## config.mk

```make
export PLATFORM = sky130hd
export DESIGN_NAME = prog_sequencer
export DESIGN_NICKNAME = d
export VERILOG_FILES = /design/src/rtl/prog_sequencer.sv
export SDC_FILE = /design/constraint.sdc
export NUM_CORES = 2
export LEC_CHECK = 0
export ABC_CLOCK_PERIOD_IN_PS = 3300
export CAP_MARGIN = 15
export CORE_AREA = 2 2 813 815
export DETAILED_ROUTE_END_ITERATION = 10
export DIE_AREA = 0 0 815 817
export GPL_TIMING_DRIVEN = 0
export HOLD_SLACK_MARGIN = 0.03
export PLACE_DENSITY = 0.44
export SLEW_MARGIN = 20
export SYNTH_ARGS = -nofsm -noshare
export SYNTH_HDL_FRONTEND = slang
export SYNTH_SLANG_ARGS = --single-unit
```

## constraint.sdc

```tcl
create_clock -name clk -period 3.3 [get_ports clk]
set_clock_uncertainty 0.1 [all_clocks]
set_input_delay 0.33 -clock clk [delete_from_list [all_inputs] [get_ports clk]]
set_output_delay 0.33 -clock clk [all_outputs]
set_load 0.1 [all_outputs]
```

## src/rtl/prog_sequencer.sv

```systemverilog
// Boot/run sequencer for the processor core: fills the instruction memory from a
// word stream, holds the core in reset while loading, then supervises execution.
module prog_sequencer #(
    parameter  int BITNESS = 64,
    parameter  int DEPTH   = 256,
    localparam int AW      = $clog2(DEPTH)
) (
    input  logic               clk,
    input  logic               rst,
    input  logic               start,
    input  logic               abort,
    input  logic               ld_valid,
    output logic               ld_ready,
    input  logic [15:0]        ld_data,
    input  logic               ld_last,
    input  logic [31:0]        run_budget,
    input  logic [BITNESS-1:0] pc,
    output logic [15:0]        instruction,
    output logic               core_rst_n,
    output logic               busy,
    output logic               done,
    output logic               halted,
    output logic               timeout,
    output logic               fault,
    output logic [AW:0]        load_count,
    output logic [31:0]        cycle_count
);

    typedef enum logic [1:0] {S_IDLE, S_LOAD, S_RUN, S_DONE} state_e;

    localparam logic [AW:0] LAST_IDX = (AW+1)'(DEPTH - 1);

    state_e             state_q, state_d;
    logic [AW:0]        load_count_q, load_count_d;
    logic [31:0]        cycle_count_q, cycle_count_d;
    logic [31:0]        budget_q, budget_d;
    logic [BITNESS-1:0] pc_q, pc_q_d;
    logic               pc_q_vld_q, pc_q_vld_d;
    logic               halted_q, halted_d;
    logic               timeout_q, timeout_d;
    logic               fault_q, fault_d;
    logic               core_rst_n_q, core_rst_n_d;
    logic               ld_ready_q, ld_ready_d;
    logic               busy_q, busy_d;
    logic               done_q, done_d;

    logic [15:0]        imem [DEPTH];
    logic               wr_en;
    logic               pc_in_range;
    logic [32:0]        cycle_next;

    assign pc_in_range = (pc >> AW) == {BITNESS{1'b0}};
    assign cycle_next  = {1'b0, cycle_count_q} + 33'd1;
    assign instruction = pc_in_range ? imem[pc[AW-1:0]] : 16'h0000;

    always_comb begin
        // NOTE: every _d gets a hold default first so no path leaves it unassigned (no latches).
        state_d       = state_q;
        load_count_d  = load_count_q;
        cycle_count_d = cycle_count_q;
        budget_d      = budget_q;
        pc_q_d        = pc_q;
        pc_q_vld_d    = pc_q_vld_q;
        halted_d      = halted_q;
        timeout_d     = timeout_q;
        fault_d       = fault_q;
        wr_en         = 1'b0;

        case (state_q)
            S_IDLE, S_DONE: begin
                if (start) begin
                    state_d       = S_LOAD;
                    load_count_d  = '0;
                    cycle_count_d = '0;
                    pc_q_vld_d    = 1'b0;
                    halted_d      = 1'b0;
                    timeout_d     = 1'b0;
                    fault_d       = 1'b0;
                end
            end
            S_LOAD: begin
                if (abort) begin
                    state_d = S_IDLE;
                end else if (ld_valid) begin
                    wr_en        = 1'b1;
                    load_count_d = load_count_q + 1'b1;
                    if (ld_last || load_count_q == LAST_IDX) begin
                        state_d  = S_RUN;
                        budget_d = run_budget;
                    end
                end
            end
            S_RUN: begin
                if (abort) begin
                    state_d = S_IDLE;
                end else begin
                    cycle_count_d = (cycle_count_q == '1) ? cycle_count_q : cycle_next[31:0];
                    pc_q_d        = pc;
                    pc_q_vld_d    = 1'b1;
                    // Priority order when several causes coincide: fault, halt, timeout.
                    if (!pc_in_range) begin
                        fault_d = 1'b1;
                        state_d = S_DONE;
                    end else if (pc_q_vld_q && pc == pc_q) begin
                        halted_d = 1'b1;
                        state_d  = S_DONE;
                    end else if (budget_q != '0 && cycle_next == {1'b0, budget_q}) begin
                        timeout_d = 1'b1;
                        state_d   = S_DONE;
                    end
                end
            end
            default: state_d = S_IDLE;
        endcase

        core_rst_n_d = (state_d == S_RUN);
        ld_ready_d   = (state_d == S_LOAD);
        busy_d       = (state_d == S_LOAD) || (state_d == S_RUN);
        done_d       = (state_d == S_DONE);
    end

    // NOTE: sequential state uses non-blocking assignments so all flops update together.
    always_ff @(posedge clk) begin
        if (!rst) begin
            state_q       <= S_IDLE;
            load_count_q  <= '0;
            cycle_count_q <= '0;
            budget_q      <= '0;
            pc_q          <= '0;
            pc_q_vld_q    <= 1'b0;
            halted_q      <= 1'b0;
            timeout_q     <= 1'b0;
            fault_q       <= 1'b0;
            core_rst_n_q  <= 1'b0;
            ld_ready_q    <= 1'b0;
            busy_q        <= 1'b0;
            done_q        <= 1'b0;
        end else begin
            state_q       <= state_d;
            load_count_q  <= load_count_d;
            cycle_count_q <= cycle_count_d;
            budget_q      <= budget_d;
            pc_q          <= pc_q_d;
            pc_q_vld_q    <= pc_q_vld_d;
            halted_q      <= halted_d;
            timeout_q     <= timeout_d;
            fault_q       <= fault_d;
            core_rst_n_q  <= core_rst_n_d;
            ld_ready_q    <= ld_ready_d;
            busy_q        <= busy_d;
            done_q        <= done_d;
        end
    end

    // NOTE: the memory has no reset; it keeps its contents across reset and aborted loads.
    always_ff @(posedge clk) begin
        if (rst && wr_en) begin
            imem[load_count_q[AW-1:0]] <= ld_data;
        end
    end

    assign ld_ready    = ld_ready_q;
    assign core_rst_n  = core_rst_n_q;
    assign busy        = busy_q;
    assign done        = done_q;
    assign halted      = halted_q;
    assign timeout     = timeout_q;
    assign fault       = fault_q;
    assign load_count  = load_count_q;
    assign cycle_count = cycle_count_q;

endmodule

```

Yosys cells after proc, flatten, opt, wreduce, memory -nomap -nowiden
Memories as Yosys holds them, arrays and structs flattened. Cells that the tools add are included.

Reduce and logical (&&, ||, !) cells: 19. Mux-type cells: 38. Equality and inequality tests: 20. Bitwise logic cells: 1. $add $sub $neg: 2.

Operator list (count): $mux W32 (3); $eq A64 B64 Y1 (1); $logic_not A64 Y1 (1); $pmux W32 S2 (1); $add A32 B1 Y33 const B (1); $eq A33 B32 Y1 (1); $eq A32 B32 Y1 const B (1); $reduce_bool A32 Y1 (1); $mux W9 (3); $ne A2 B2 Y1 const B (10); $pmux W9 S2 (1); $mux W1 (16); $mux W16 (1); $mux W2 (8); $reduce_and A4 Y1 (4); $add A9 B1 Y9 const B (1); $eq A9 B8 Y1 const B (1); $eq A2 B2 Y1 const B (4); $pmux W1 S2 (4); $pmux W2 S3 (1); $reduce_and A6 Y1 (1); $reduce_and A5 Y1 (1); $eq A2 B1 Y1 const B (2); $reduce_bool A2 Y1 (2); 7 further kinds (10).

Bits in writable memories: 4096. Memories: 1. Input port bits: 118. Bits in registers: 147. Output and inout port bits: 64. Word-level logic and storage cells: 94.

Memory list: imem (depth 256, bits a word 16, read ports 1, clocked after Yosys merged registers in 0, wr ports 1, line 47) `logic [15:0] imem [DEPTH];`.

Depth between registers and ports, before layout
Depth after elaboration: 10. Mapped depth: 12. Depth with buffers taken out: 11.

Worst setup path before layout
No wires, ideal clock.

Kind: input-to-output. Start point: input pc[1]. End point: output instruction[0]. Data arrival time: 4489 ps. Buffers on the path: 5. Data required time: 2870 ps. Setup slack: -1619 ps. Cell stages on the path: 11. Cells stage by stage: buf_2 -> buf_2 -> buf_2 -> buf_2 -> buf_2 -> mux4_2 -> a22oi_1 -> a211oi_1 -> a21oi_1 -> mux2_2 -> a211oi_1.

Word-level cells in the longest chain between the ends: 2.

RTL lines: from (decl) (line 17) `input logic [BITNESS-1:0] pc,`; $mem_v2 Z256 W16; $mux W16 (line 54) `assign instruction = pc_in_range ? imem[pc[AW-1:0]] : 16'h0000;`; to (decl) (line 18) `output logic [15:0] instruction,`.

No other way between the ends.

Worst setup path after layout
Start point: input pc[5]. End point: output instruction[7].

The elaborated chain is that of the path after synthesis.

==> flow_summary.yaml <==
status:
  status: "complete, but fails checks"
  violations: "setup timing"
synth:
  synth-simple-area-share_pct: 2.70
  syn_avg_cell_area_um2: 20.6
  synthArstFlopShare_pct: 0
  synth_edf_count: 4096
  synth-xor-area-share_pct: 0.491
  ys_ff_latch: 4243
  synthAdderAreaFrac_pct: 0.0840
  synth_compound_gate_area_share_pct: 3.84
  syn_nets: 8079
  yosys_warnings: 0
  ys_types: 65
  syn_area_mm2: 0.164
  synth_top_family_by_area: "multiplexers"
  synth_seq_area_share_pct: 76.9
  synth.area.mux_share_pct: 14.7
  yosys_most_used_dff: "edfxtp_1"
  netlist_instances: 7950
grt:
  grt_max_degree: 104
  antenna_found_initial: 32
  overflow: 0
  grt_pass1_wl_um: 738000
  first_global_vias: 88786
  track_usage_pct: 15.7
placed_design:
  dp_cells: 17137
  port_buffers: 174
  dp_hpwl_um: 377000
  place.gp.congestion: 0.857
critical_path:
  cp.required_ns: 2.87
  slowest_stage: "clkbuf_1"
  path_class: "in2out"
  cp-start-kind: "input port"
  arrival_ns: 4.05
  endpoint_kind: "primary output"
  cp_max_fo: 11
  slowest_delay_ns: 0.84
  path_cells: "clkbuf_4, clkbuf_2, clkbuf_1, a221oi_1, a21oi_2, a21oi_1, mux2_2, a211oi_4, buf_12"
pwr:
  p_clk_share_pct: 42.4
  pwr-share-seq_pct: 50.5
  power.switching_mw: 27.2
  combPwrFrac_pct: 7.1
  p_int_mw: 89.9
  finalPower_mw: 117
  power_density_mw_per_mm2: 573
  leakagePower_nw: 62.5
  swShare_pct: 23.2
  vdd_ir_drop_max_mv: 0.500
sta:
  slew_viol_final: 0
  final_hold_viol_count: 0
  final.setup.tns_ns: -17.67
  max_slew_margin_pct: 21.1
  setup_viol: 31
  rsz0062_at_grt: "yes"
  worst_slew_pin_slew_ns: 1.18
  clock.fmax_mhz: 223
  setup_ws_ns: -1.18
  finalCritPeriodShare_pct: 136
  whs_ns: 0.151
  fin_crit_ns: 4.48
clocking:
  clockRootBuffer: "clkbuf_16"
  clk_pin_slew_ns: 0.06
  worstSkewPairLatency_ns: 1.04
  numCtsBuffers: 448
  clk_path_buf_depth: 4
  cts_max_level: 5
  cts.sinks: 4243
  cts_tree: "built"
cells_and_area:
  postLayoutCoreUtil_pct: 31.1
  stdcell_count: 18232
  num-fill-cells: 63075
  drive_above_1_share_pct: 35.3
  final_nets: 9268
  multiInputGateArea_mm2: 0.0399
  area_growth_pct: 24.9
  final_common_cell: "edfxtp_1"
  final_cell_mix: "edfxtp_1, mux4_2, clkbuf_16"
  layout.area.seq_mm2: 0.126
flow_run:
  cap_violations: 0
detailed_routing:
  dr.pass1.iters: 6
  drc_errors: 0
  drt_iter0_drc: 8990
  avgRoutedWirePerCell_um: 29.7
  ant_nets: 0
  viasPerCell: 4.78
  wl_um: 541000
  num_vias: 87184
die:
  die_width_um: 815
  dieArea_mm2: 0.666
  die_h_um: 817
  initial_utilization_pct: 24.9
  core_mm2: 0.657
  ioPinCount: 182
  std_cell_rows: 298
hold_path:
  hold_class: "in2reg"
-- cells in the mapped netlist, types with 3 or more instances --
cell	instances	area, um^2
edfxtp_1	4096	123000
mux4_2	1024	23100
nand2_1	449	1690
nor2_1	339	1270
a21oi_1	336	1680
a22oi_1	321	2410
clkbuf_1	275	1030
buf_2	150	751
dfxtp_1	147	2940
mux2_2	81	912
o22ai_1	74	463
a221oi_1	67	587
buf_1	60	225
o21ai_0	60	300
xnor2_1	55	482
nor4_1	53	332
a211oi_1	49	368
inv_1	37	139
xor2_1	35	307
nand3_1	31	155
nand4_1	27	169
or3_1	20	125
o41ai_1	17	149
nor3_1	13	65.1
ha_1	11	138
nor2b_1	10	62.6
and2_1	9	56.3
and3_1	7	43.8
nand2b_1	7	43.8
nand3b_1	7	52.6
or4_1	7	52.6
a31oi_1	6	37.5
and2_0	6	37.5
a22o_1	5	43.8
o2111ai_1	4	35.0
and4_1	3	26.3
nand4b_1	3	26.3
nor3b_1	3	22.5
nor4b_1	3	26.3
o211ai_1	3	22.5
o21ai_1	3	15.0
o2bb2ai_1	3	26.3
-- path summary, 6_finish.rpt --
kind                                       end             from  depth (start not counted)  slack [ns]
worst min-delay path             imem[182][10]      ld_data[10]                          2        0.15
worst min register to register        pc_q[33]         pc_q[33]                          2        0.37
worst max register to register            busy  cycle_count[24]                         11       -0.40
worst max-delay path            instruction[7]            pc[5]                          9       -1.18
-- final cells by class --
| class | instances | area share, % |
|---|---|---|
| diodes | 13 | 0.0159 |
| clock buffers | 556 | 5.72 |
| repair buffers | 740 | 4.56 |
| multi-input cells | 3183 | 19.5 |
| flip-flops and latches | 4243 | 61.6 |
| inverters | 39 | 0.0789 |
| well taps | 8700 | 5.32 |
| clock inverters | 274 | 1.31 |
| plain buffers | 484 | 1.84 |
-- repair_timing --
action / in CTS / in global routing
hold buffers: 106 / 0
resized for setup: 972 / 432
hold endpoints to repair: 1987 / 0
buffers inserted: 18 / 129
pin swaps: 99 / 99
endpoints found under the setup margin: 4175 / 4177
-- registers in the layout, indices dropped and copies added (netlist names) --
signal and count:
done 1, load_count 9, busy 1, timeout 1, imem 4096, core_rst_n 1, state_q 2, halted 1
cycle_count 32, pc_q_vld_q 1, fault 1, budget_q 32, pc_q 64, ld_ready 1
-- critical path: cells and delay by family --
family | cells | cell delay, ns
multiplexers | 1 | 0.35
buffers and inverters | 4 | 1.93
AO/OA/AOI/OAI | 4 | 1.39
-- per-layer routing --
metal	up-vias	share of wire (%)	wire, um	GRT usage (%)
met3	644	6.8	36900	2.63
li1	35648	-	-	-
met1	47624	43	231000	21.6
met4	6	3.0	16400	4.35
met5	-	0.0068	37	0
met2	3262	47	256000	25.6
-- cell families (layout without fill, tap and decap cells) --
| logic type | after synthesis | after routing |
|---|---|---|
| simple gates | 1011 | 1011 |
| xor+xnor | 91 | 91 |
| compound gates | 963 | 963 |
| other cells | 0 | 13 |
| buf+inv | 524 | 2093 |
| mux | 1107 | 1107 |
| flops | 4243 | 4243 |
| fa+ha+maj | 11 | 11 |
-- metrics by stage --
stage	cell area (um^2)	setup slack, ns
2_1_floorplan	164000	0.00153
4_1_cts	202000	-1.07
6_report	204000	-1.18
3_3_place_gp	177000	-8.49
3_5_place_dp	183000	-5.26
5_1_grt	204000	-1.08
-- power groups by stage --
stage	sequential, mW	clock, mW	combinational [mW]
floorplan	60.4	0	3.12
global placement	61.1	0	7.08
detailed placement	60.3	0	7.58
CTS	59.1	50.6	8.22
global route	59.1	52.6	8.63
finish	59.2	49.6	8.30
Note: power is estimated with default switching activity, not from simulation.
